File: src/rtl/md_issue_ctrl_if.sv
// Bundle of the pipeline request/response handshakes and the MDU issue bus.
// slave is the issue controller's view; master is the pipeline/MDU side.
interface md_issue_if;
    logic        req_valid;
    logic        req_ready;
    logic [3:0]  req_op;
    logic [31:0] req_a;
    logic [31:0] req_b;
    logic [3:0]  md_sel;
    logic [31:0] md_d1;
    logic [31:0] md_d2;
    logic        md_stall;
    logic [31:0] md_out;
    logic        rsp_valid;
    logic        rsp_ready;
    logic [31:0] rsp_data;

    modport slave (
        input  req_valid, req_op, req_a, req_b, md_stall, md_out, rsp_ready,
        output req_ready, md_sel, md_d1, md_d2, rsp_valid, rsp_data
    );

    modport master (
        output req_valid, req_op, req_a, req_b, md_stall, md_out, rsp_ready,
        input  req_ready, md_sel, md_d1, md_d2, rsp_valid, rsp_data
    );
endinterface

File: src/rtl/md_issue_ctrl.sv
// Issues one multiply/divide op at a time to the MDU, waits out MDU busy
// and returns mfhi/mflo results on a valid/ready response channel.
module md_issue_ctrl #(
    parameter int TIMEOUT = 31
) (
    input  logic      clk,
    input  logic      reset,
    input  logic      flush,
    md_issue_if.slave bus,
    output logic      err
);
    localparam logic [3:0] MD_NONE  = 4'd0;
    localparam logic [3:0] MD_MULT  = 4'd1;
    localparam logic [3:0] MD_MULTU = 4'd2;
    localparam logic [3:0] MD_DIV   = 4'd3;
    localparam logic [3:0] MD_DIVU  = 4'd4;
    localparam logic [3:0] MD_MFHI  = 4'd5;
    localparam logic [3:0] MD_MFLO  = 4'd6;
    localparam logic [3:0] MD_MTHI  = 4'd7;
    localparam logic [3:0] MD_MTLO  = 4'd8;
    localparam logic [5:0] WDOG_LIMIT = 6'(TIMEOUT);

    typedef enum logic [1:0] {IDLE, ISSUE, WAIT, RESP} state_t;

    state_t      state_q, state_d;
    logic [3:0]  sel_q, sel_d;
    logic [31:0] d1_q, d1_d;
    logic [31:0] d2_q, d2_d;
    logic [31:0] rsp_data_q, rsp_data_d;
    logic        rsp_valid_q, rsp_valid_d;
    logic        err_q, err_d;
    logic [5:0]  wdog_q, wdog_d;

    function automatic logic is_arith(input logic [3:0] op);
        return op inside {MD_MULT, MD_MULTU, MD_DIV, MD_DIVU};
    endfunction

    function automatic logic is_read(input logic [3:0] op);
        return op inside {MD_MFHI, MD_MFLO};
    endfunction

    function automatic logic is_known(input logic [3:0] op);
        return is_arith(op) || is_read(op) || (op inside {MD_MTHI, MD_MTLO});
    endfunction

    function automatic logic [5:0] wdog_inc(input logic [5:0] w);
        return (w == 6'h3F) ? w : w + 6'd1;
    endfunction

    assign bus.req_ready = (state_q == IDLE) && !flush;
    assign bus.md_sel    = sel_q;
    assign bus.md_d1     = d1_q;
    assign bus.md_d2     = d2_q;
    assign bus.rsp_valid = rsp_valid_q;
    assign bus.rsp_data  = rsp_data_q;
    assign err           = err_q;

    always_comb begin
        state_d     = state_q;
        sel_d       = MD_NONE;
        d1_d        = d1_q;
        d2_d        = d2_q;
        rsp_data_d  = rsp_data_q;
        rsp_valid_d = rsp_valid_q;
        err_d       = err_q;
        wdog_d      = wdog_q;
        case (state_q)
            IDLE: begin
                // Unknown ops are consumed here and never reach the MDU.
                if (bus.req_valid && bus.req_ready) begin
                    d1_d = bus.req_a;
                    d2_d = bus.req_b;
                    if (is_known(bus.req_op)) begin
                        sel_d   = bus.req_op;
                        state_d = ISSUE;
                    end
                end
            end
            ISSUE: begin
                if (is_arith(sel_q)) begin
                    state_d = WAIT;
                    wdog_d  = 6'd0;
                end else if (is_read(sel_q) && !flush) begin
                    rsp_data_d  = bus.md_out;
                    rsp_valid_d = 1'b1;
                    state_d     = RESP;
                end else begin
                    state_d = IDLE;
                end
            end
            WAIT: begin
                // An in-flight MDU op cannot be aborted, so flush is ignored here.
                if (!bus.md_stall) begin
                    state_d = IDLE;
                end else begin
                    wdog_d = wdog_inc(wdog_q);
                    if (wdog_d >= WDOG_LIMIT) err_d = 1'b1;
                end
            end
            RESP: begin
                if (flush || bus.rsp_ready) begin
                    rsp_valid_d = 1'b0;
                    state_d     = IDLE;
                end
            end
            default: state_d = IDLE;
        endcase
    end

    always_ff @(posedge clk or negedge reset) begin
        if (!reset) begin
            state_q     <= IDLE;
            sel_q       <= MD_NONE;
            d1_q        <= '0;
            d2_q        <= '0;
            rsp_data_q  <= '0;
            rsp_valid_q <= 1'b0;
            err_q       <= 1'b0;
            wdog_q      <= '0;
        end else begin
            state_q     <= state_d;
            sel_q       <= sel_d;
            d1_q        <= d1_d;
            d2_q        <= d2_d;
            rsp_data_q  <= rsp_data_d;
            rsp_valid_q <= rsp_valid_d;
            err_q       <= err_d;
            wdog_q      <= wdog_d;
        end
    end
endmodule

File: src/flat_wrapper.sv
// flat-port wrapper written by rule: the top's interface ports become plain ports
module md_issue_ctrl_flat 
#(
    parameter int TIMEOUT = 31
)
  (clk, reset, flush, err, bus_req_valid, bus_req_op, bus_req_a, bus_req_b, bus_md_stall, bus_md_out, bus_rsp_ready, bus_req_ready, bus_md_sel, bus_md_d1, bus_md_d2, bus_rsp_valid, bus_rsp_data);
  md_issue_if bus_i ();
  input  logic clk;
  input  logic reset;
  input  logic flush;
  output logic err;
  input wire logic [$bits(bus_i.req_valid)-1:0] bus_req_valid;
  input wire logic [$bits(bus_i.req_op)-1:0] bus_req_op;
  input wire logic [$bits(bus_i.req_a)-1:0] bus_req_a;
  input wire logic [$bits(bus_i.req_b)-1:0] bus_req_b;
  input wire logic [$bits(bus_i.md_stall)-1:0] bus_md_stall;
  input wire logic [$bits(bus_i.md_out)-1:0] bus_md_out;
  input wire logic [$bits(bus_i.rsp_ready)-1:0] bus_rsp_ready;
  output wire logic [$bits(bus_i.req_ready)-1:0] bus_req_ready;
  output wire logic [$bits(bus_i.md_sel)-1:0] bus_md_sel;
  output wire logic [$bits(bus_i.md_d1)-1:0] bus_md_d1;
  output wire logic [$bits(bus_i.md_d2)-1:0] bus_md_d2;
  output wire logic [$bits(bus_i.rsp_valid)-1:0] bus_rsp_valid;
  output wire logic [$bits(bus_i.rsp_data)-1:0] bus_rsp_data;
  assign bus_i.req_valid = bus_req_valid;
  assign bus_i.req_op = bus_req_op;
  assign bus_i.req_a = bus_req_a;
  assign bus_i.req_b = bus_req_b;
  assign bus_i.md_stall = bus_md_stall;
  assign bus_i.md_out = bus_md_out;
  assign bus_i.rsp_ready = bus_rsp_ready;
  assign bus_req_ready = bus_i.req_ready;
  assign bus_md_sel = bus_i.md_sel;
  assign bus_md_d1 = bus_i.md_d1;
  assign bus_md_d2 = bus_i.md_d2;
  assign bus_rsp_valid = bus_i.rsp_valid;
  assign bus_rsp_data = bus_i.rsp_data;
  md_issue_ctrl #(.TIMEOUT(TIMEOUT)) u_core (.clk(clk), .reset(reset), .flush(flush), .bus(bus_i), .err(err));
endmodule
File: config.mk
export PLATFORM = sky130hd
export DESIGN_NAME = md_issue_ctrl_flat
export DESIGN_NICKNAME = d
export VERILOG_FILES = /design/src/rtl/md_issue_ctrl_if.sv /design/src/rtl/md_issue_ctrl.sv /design/src/flat_wrapper.sv
export SDC_FILE = /design/constraint.sdc
export NUM_CORES = 1
export LEC_CHECK = 0
export BUFFER_PORTS_ARGS = -buffer_cell sky130_fd_sc_hd__buf_2
export CAP_MARGIN = 15
export CORE_UTILIZATION = 35
export DETAILED_ROUTE_END_ITERATION = 10
export PLACE_DENSITY = 0.65
export SLEW_MARGIN = 20
export SYNTH_ARGS = -nofsm -noshare
export SYNTH_HDL_FRONTEND = slang
export SYNTH_SLANG_ARGS = --single-unit
File: constraint.sdc
create_clock -name clk -period 1.85 [get_ports clk]
set_input_delay 0.0925 -clock clk [delete_from_list [all_inputs] [get_ports clk]]
set_output_delay 0.0925 -clock clk [all_outputs]
set_load 0.01 [all_outputs]
# Yosys cells after proc, flatten, opt, wreduce, memory -nomap -nowiden
# Cells that the tools add are included.
# W data, S select, Z words.
# totals
elab_cells	76
out_inout_bits	103
ff_bits	110
inputBits	106
# op_classes
muxes	18
order_cmp	1
addsub	1
n_eq_ne	26
bitwise	1
reduce_logical	21
# op_table
op	n
$eq A4 B3 Y1 const B	7
$mux W6	3
$eq A4 B2 Y1 const B	4
$mux W2	6
$mux W4	3
$pmux W6 S2	1
$ne A2 B2 Y1 const B	5
$reduce_bool A2 Y1	5
$reduce_and A3 Y1	3
$eq A4 B1 Y1 const B	2
$pmux W2 S4	1
$reduce_and A4 Y1	2
$reduce_bool A4 Y1	2
$add A6 B1 Y6 const B	1
$eq A6 B6 Y1 const B	1
$ge A6 B5 Y1 const B	1
$ne A2 B1 Y1 const B	3
$eq A2 B2 Y1 const B	2
$eq A4 B4 Y1 const B	1
$logic_and A1 B1 Y1	3
$logic_or A1 B1 Y1	3
$mux W1	3
$eq A2 B1 Y1 const B	1
$logic_not A2 Y1	1
4 further kinds	4

# Longest topological paths before layout
# Gate-level depths: netlist (run 1).
# depth
ltp_word	7
mapped_depth	7
mapped_depth_nobuf	5

# Worst setup path after synthesis (run 1)
# OpenSTA, ideal clock, no wires.
# synth_timing
path_type	register to register
start	reg u_core.state_q[1]
end	reg u_core.rsp_data_q[10], in the netlist u_core.bus.rsp_data[10]
path_buffers	2
setup_slack_ns	-0.129
setup_time_ns	0.125
synth_period_minus_slack_ns	1.979
arrival_time_ns	1.854
t_required_ns	1.725
path_stages_with_launch	6
cell_sequence	dfrtp_1 > or3b_1 > or4b_1 > buf_6 > buf_12 > mux2_4
# synth_between
elab_chain_cells	2
# synth_lines
element	line	source
start, declared	md_issue_ctrl.sv:25	state_t state_q, state_d;
start signal, assigned	md_issue_ctrl.sv:121	state_q <= state_d;
$eq A2 B1 Y1	md_issue_ctrl.sv:67	case (state_q)
$reduce_and A3 Y1 (no source line)	-	
end signal, assigned	md_issue_ctrl.sv:125	rsp_data_q <= rsp_data_d;
end, declared	md_issue_ctrl.sv:29	logic [31:0] rsp_data_q, rsp_data_d;
# No other way between the ends.
# A chain may end at the register's enable or synchronous reset.

# Worst setup path after layout (run 1)
# layout_timing
start	reg u_core.state_q[1]
end	reg u_core.rsp_data_q[7], in the netlist u_core.bus.rsp_data[7]
# The elaborated chain is that of the path after synthesis.

==> metrics, run 1 <==
status=finished with violations; failing checks=negative setup slack; Wirelength per Cell=approximately 15 um; Longest Clk Path Bufs=2; core area=0.0122 mm^2; Synth Area in Adders=less than 1%; pin count of the biggest net entering global routing=between 50 and 60; crit path kind=reg2reg; Final WS setup=-0.114 ns; Num CTS Buffers=9; Worst Hold Class=in2reg; number of DRC markers in iteration 0=130; measured slew at the worst slew-check pin=around 0.4 ns; Critical Path RT=~2.1 ns; mux contribution to synthesized area=between 20% and 30%; area delta synth->final=59.6%; XOR/XNOR Fraction of Synth Area=less than 1%; clk_lat worst skew=0.35 ns; post-synthesis sequential area ratio=between 60% and 70%; most frequent cells after synthesis=110 x dfrtp_1, 68 x mux2_2, 28 x mux2_4; initial core utilization=between 30% and 40%; Ant. Diodes=0; Final period util=106%; worst flop-to-flop path startpoint=u_core.state_q[1]; worst ir drop on vdd=848 uV; via/cell ratio=between 4 and 5; I/O Pins=between 200 and 250; Initial DRT Pass Iterations=4; FFs w/ async S/R, synth=100%; CP top delay family=simple AND/OR/NAND/NOR gates; FP Rows=40; hold slack=slightly below 0.09 ns; final core utilization=between 50% and 60%; DR vias=approximately 3600; layout cells sized above 1=55.9%; Die Y=roughly 110 um; Max Transition Viols Final=0; number of routed nets with antenna violations=0; IO buf count=208; Synth area leaders=dfrtp_1 62%, mux2_2 17%, mux2_4 9.5%, buf_12 1.4%, and2_1 0.84%; critical path peak fanout=17; min Tclk post-route=between 1.5 and 2 ns; DRT Wirelength=about 12 mm; top_reg_cell synth=dfrtp_1; crit path max-delay cell type=or4b_4; final setup violation count=32; Fin Clk Skew=0.00744 ns; routability cong.=around 0.77; CP Capture Type=flop; DRC Markers=0; CP peak stage delay=0.55 ns; Worst-path clk slew=~0.07 ns; RSZ-0062 raised after global routing=true; simple logic cell fraction of the synthesized area=under 10%; first-pass GRT wire length=18.7 mm; Synth area leader=dfrtp_1; WP data arrival=around 2.2 ns; Clock Sinks=110; yosys synthesis warning count=0; total of max-cap violations=0; CP Buf/Inv Count=1; Horiz. Die Dim=approximately 110 um; Post-Synthesis Cell Area=approximately 0.0044 mm^2; post-synthesis cell count=280; Root Driver=clkbuf_16; CTS tree=done; total die area=0.0132 mm^2; headroom to the max-slew limit=between 70% and 80%; Critical Path Start=u_core.state_q[1]; initial antenna violation count=0; hpwl dp=~7.3 mm; Yosys reg bits=110; largest family of logic cells by synthesized area=multiplexers; Max Clk Rate=just over 0.5 GHz; post-synth cell types=41; syn nets=between 300 and 400; Fill cells=roughly 1000; vias in the first global route=a little under 4000; synthesized area per cell=around 16 um^2; Synth Area in Compound Gates=under 10%; PwrDens=858 mW/mm^2; count leader, synth=dfrtp_1; Leak=around 0.0036 uW; Hold Vio Cnt, Final=0; Critical Path, Cell by Cell=or3b_4, or4b_4, buf_12, mux2_4; hold path start=bus_rsp_ready; Critical Path Source Type=flop; total track usage=18.7%; Congestion Overflow GR=0; EDFF count, synth=0; nets@finish=707; H-tree depth=3; Yosys top cell area share=around 62%
placed cells by master, fill, tap and decap left out, types with 2 or more instances in the layout:
cell type	count
xnor2_1	2
nor2_1	4
mux2_2	68
a21oi_1	4
mux2_4	28
inv_1	2
a31oi_1	2
buf_2	207
buf_4	9
dlygate4sd3_1	101
nor3_1	5
a211oi_1	2
a21o_1	2
and2_1	5
clkbuf_16	9
and3_1	4
dfrtp_1	110
buf_12	4
clkbuf_8	2
nand2_1	3
clkbuf_1	2
per-layer routing:
metal | GRT usage, % | wire (um) | vias to the layer above
met5 | 0 | 0 | -
met4 | 5.45 | 183 | 0
met3 | 6.67 | 865 | 18
met2 | 34.7 | 6370 | 145
met1 | 19.7 | 4540 | 1751
li1 | - | - | 1636
final timing paths:
| path | end | slack [ns] | depth (start not counted) |
|---|---|---|---|
| max in group asynchronous | u_core.bus.rsp_data[6] | 0.89 | 3 |
| setup / recovery | u_core.bus.rsp_data[7] | -0.11 | 4 |
| setup reg to reg | u_core.bus.rsp_data[7] | -0.11 | 4 |
| hold / removal | u_core.state_q[1] | 0.09 | 4 |
| min in group asynchronous | u_core.bus.md_d1[21] | 0.23 | 2 |
| hold reg to reg | u_core.err | 0.48 | 1 |
where the power goes:
group          switching (uW)  internal [uW]  total (uW)
clock                     844           1120        1970
combinational             536            708        1240
sequential                170           2710        2880
area by class of cell:
cell class	count	area [um^2]	area share [%]
inverter	2	7.51	0.106
clock inverter	3	42.5	0.600
multi-input combinational	154	1590	22.4
tap	168	210	2.96
timing repair buffer	323	2230	31.5
clock buffer	13	260	3.67
sequential	110	2750	38.8
repair_timing:
action / CTS / global route
resized for setup: 4 / 2
setup endpoints to repair: 33 / 96
hold buffers: 101 / 0
gates cloned: 1 / 0
setup buffers: 1 / 0
hold endpoints to repair: 127 / 0
worst register-to-register path, cell delays in order, from the launching register on:
cell and delay (ns):
dfrtp_1 0.38, or3b_4 0.39, or4b_4 0.55, buf_12 0.20, mux2_4 0.32
flip-flops by register name, summed over array words and instances (netlist names):
register / count
u_core.bus.md_d2: 32
u_core.bus.rsp_data: 32
u_core.wdog_q: 6
u_core.state_q: 2
u_core.bus.md_sel: 4
u_core.bus.md_d1: 32
u_core.bus.rsp_valid: 1
u_core.err: 1
kinds of logic (layout without fill, tap and decap cells):
family                   Yosys count  after routing
adder cells (fa/ha/maj)            1              1
flip-flops                       110            110
XOR/XNOR                           3              3
buffers and inverters             16            341
AO/OA/AOI/OAI                     18             18
multiplexers                      96             96
AND/OR/NAND/NOR                   36             36
per-stage QoR:
stage | TNS (ns) | total power [uW] | area, um^2 | setup slack (ns) | std cells
after floorplan | -6.22 | 3430 | 4450 | -0.129 | 280
after global placement | -6.74 | 3940 | 5730 | -0.217 | 654
after detailed placement | -7.25 | 3990 | 5730 | -0.243 | 654
after CTS | -3.15 | 6150 | 7090 | -0.120 | 773
after global routing | -7.87 | 6370 | 7090 | -0.163 | 773
final | -2.95 | 6090 | 7090 | -0.114 | 773
No activity file was read; power rests on OpenSTA's default activity.
==> run 2: changes to the inputs <==
Settings changed: ABC_AREA set to 1, CORE_MARGIN set to 1.5.
==> run 2 against run 1 <==
Compared with the run above: the run now ends clean; synthesized cell count increased by 36%; total power increased by 34%; worst hold slack got worse by 0.078 ns; maximum frequency increased by 25%; cell area decreased by 0.58%; largest power group unchanged; setup slack improved by 0.39 ns; sequential share of layout area increased by 0.23 points.
==> metrics, run 2 <==
most frequent cells in the layout=207 x buf_2, 128 x nand2_1, 110 x dfrtp_1, 100 x dlygate4sd3_1, 39 x mux2_4; final core utilization=55.9% (-2.2 points); Fill cells=1084 (+7.0%); dpl cells=754 (+15%); Yosys top cell area share=60.9% (-1.0 points); total of max-cap violations=0 (unchanged); vias in the first global route=3977 (+2.9%); DR vias=3866 (+8.9%); initial antenna violation count=2 (+2); Congestion Overflow GR=0 (unchanged); first-pass GRT wire length=19.1 mm (+2.0%); Clock Sinks=110 (unchanged); Post-Synthesis Cell Area=0.00452 mm^2 (+1.6%); Clk pwr share=23.5% (-8.8 points); Max Clk Rate=0.635 GHz (+25%); Wirelength per Cell=14.0 um (-9.2%); Critical Path Source Type=flop; nets@finish=800 (+13%); Synth area leader=dfrtp_1; I/O Pins=209 (unchanged); Pint=5730 uW (+26%); Leak=0.00389 uW (+6.6%); count leader, synth=nand2_1; Setup Buffers After CTS=0 (-1); most frequent cells after synthesis=128 x nand2_1, 110 x dfrtp_1, 39 x mux2_4; post-synthesis sequential area ratio=60.9% (-1.0 points); RSZ-0062 raised after global routing=false; WP data arrival=1.86 ns (-0.33 ns); H-tree depth=3 (unchanged); post-synthesis cell count=382 (+36%); status=complete, no violations; top_reg_cell synth=dfrtp_1; pin count of the biggest net entering global routing=63 (+17%); initial core utilization=35.8% (-0.60 points); CP Capture Type=flop; EDFF count, synth=0 (unchanged); headroom to the max-slew limit=65.7% (-7.7 points); Horiz. Die Dim=117 um (+1.7%); Setup TNS=0 ns (+2.95 ns); IO buf count=208 (unchanged); FFs w/ async S/R, synth=100% (unchanged); final setup violation count=0 (-100%); number of routed nets with antenna violations=0 (unchanged); hpwl dp=8.10 mm (+11%); core area=0.0126 mm^2 (+3.3%); Num CTS Buffers=9 (unchanged); Hold Vio Cnt, Final=0 (unchanged); Worst-path clk slew=0.07 ns (about the same); FP Rows=41 (+2.5%); Root Driver=clkbuf_16; routability cong.=0.745 (-3.3%); area delta synth->final=56.1%; yosys synthesis warning count=0 (unchanged); via/cell ratio=4.44 (-3.4%); clk_lat worst skew=0.35 ns (about the same); Final period util=85.2% (-21 points); synthesized area per cell=11.8 um^2 (-26%); Combinational Power Share=33.2% (+13 points); Resize count post-CTS=0 (-4); Net Switching=2450 uW (+58%); number of DRC markers in iteration 0=175 (+35%); Initial DRT Pass Iterations=4 (unchanged); switching part of the total=29.9% (+4.5 points); PwrDens=1160 mW/mm^2 (+35%); DRT Wirelength=12.2 mm (+2.3%); worst ir drop on vdd=828 uV (-2.4%); total die area=0.0136 mm^2 (+3.4%); min Tclk post-route=1.58 ns (-0.389 ns); Die Y=117 um (+1.7%); post-cts hold buffer count=100 (-0.99%); Fin Clk Skew=0.00713 ns (-0.000318 ns); critical path peak fanout=33 (+16); Longest Clk Path Bufs=2 (unchanged); Synth area leaders=dfrtp_1 61%, mux2_4 13%, nand2_1 11%, mux2_2 6.2%, nor2_1 1.7%; DRC Markers=0 (unchanged); total track usage=18.4% (-0.28 points); Yosys reg bits=110 (unchanged); sequential share of power=43.4% (-3.8 points); post-synth cell types=22 (-46%); commonest non-fill, non-tap cell in the layout=buf_2; Max Transition Viols Final=0 (unchanged); measured slew at the worst slew-check pin=0.513 ns (+0.115 ns); syn nets=489 (+26%); Critical Path RT=2.14 ns (+0.06 ns); hold slack=0.00927 ns (-0.0777 ns); Worst Hold Class=in2reg; layout cells sized above 1=42.3% (-14 points); CTS tree=done; crit path kind=reg2reg; non-filler cells, final=871 (+13%)
-- run 2: cell families after synthesis --
family,share of synthesized area (%)
xor gates and xnor gates,0.194
muxes,19.2
AOI/OAI and AO/OA,0.831
and+or+nand+nor,14.7
buffers and inverters,3.82
DFF,60.9
adders and majority gates,0.277
-- run 2: cell type report --
class	instances	area [um^2]	area share (%)
Timing Repair Buffer	313	2120	30.1
Antenna cell	1	2.50	0.0355
Multi-Input combinational cell	240	1600	22.7
Sequential cell	110	2750	39.0
Inverter	19	71.3	1.01
Clock buffer	12	236	3.35
Tap cell	172	215	3.05
Clock inverter	4	55.1	0.781
-- run 2: routing by layer --
metal | routed length (um) | up-vias | track usage (%)
li1 | - | 1849 | -
met1 | 4790 | 1876 | 20.3
met2 | 6390 | 118 | 32.4
met3 | 819 | 21 | 7.52
met4 | 211 | 2 | 5.86
met5 | 13 | - | 0
-- run 2: path summary, 6_finish.rpt --
check                                          end               from  cells past startpoint  slack [ns]
max                        u_core.bus.rsp_data[20]  u_core.state_q[1]                      7        0.27
min                           u_core.bus.md_sel[0]      bus_req_op[3]                      4       0.009
max reg2reg                u_core.bus.rsp_data[20]  u_core.state_q[1]                      7        0.27
min reg2reg                             u_core.err         u_core.err                      2        0.47
max in group asynchronous         u_core.wdog_q[3]              reset                      3        1.26
min in group asynchronous     u_core.bus.md_d1[30]              reset                      3        0.26
-- run 2: metrics by stage --
stage / total power [uW] / area, um^2 / setup WS [ns]
global placement: 6030 / 5760 / 0.332
finish: 8180 / 7050 / 0.275
detailed placement: 6120 / 5760 / 0.246
CTS: 8250 / 7050 / 0.225
floorplan: 5020 / 4520 / 0.499
global route: 8660 / 7050 / 0.108
-- run 2: critical path, stage by stage (launching register included) --
cell	delay, ns
dfrtp_1	0.42
inv_2	0.07
nand2_1	0.06
a21oi_1	0.15
nand3b_2	0.17
inv_2	0.43
nand2_1	0.12
nand2_1	0.09
-- run 2: power groups by stage --
| stage | Sequential (uW) | Combinational [uW] | Clock, uW |
|---|---|---|---|
| floorplan | 3880 | 1150 | 0 |
| global placement | 3520 | 2510 | 0 |
| CTS | 3540 | 2720 | 1990 |
| global route | 3640 | 2940 | 2080 |
| finish | 3550 | 2710 | 1920 |
| detailed placement | 3560 | 2560 | 0 |
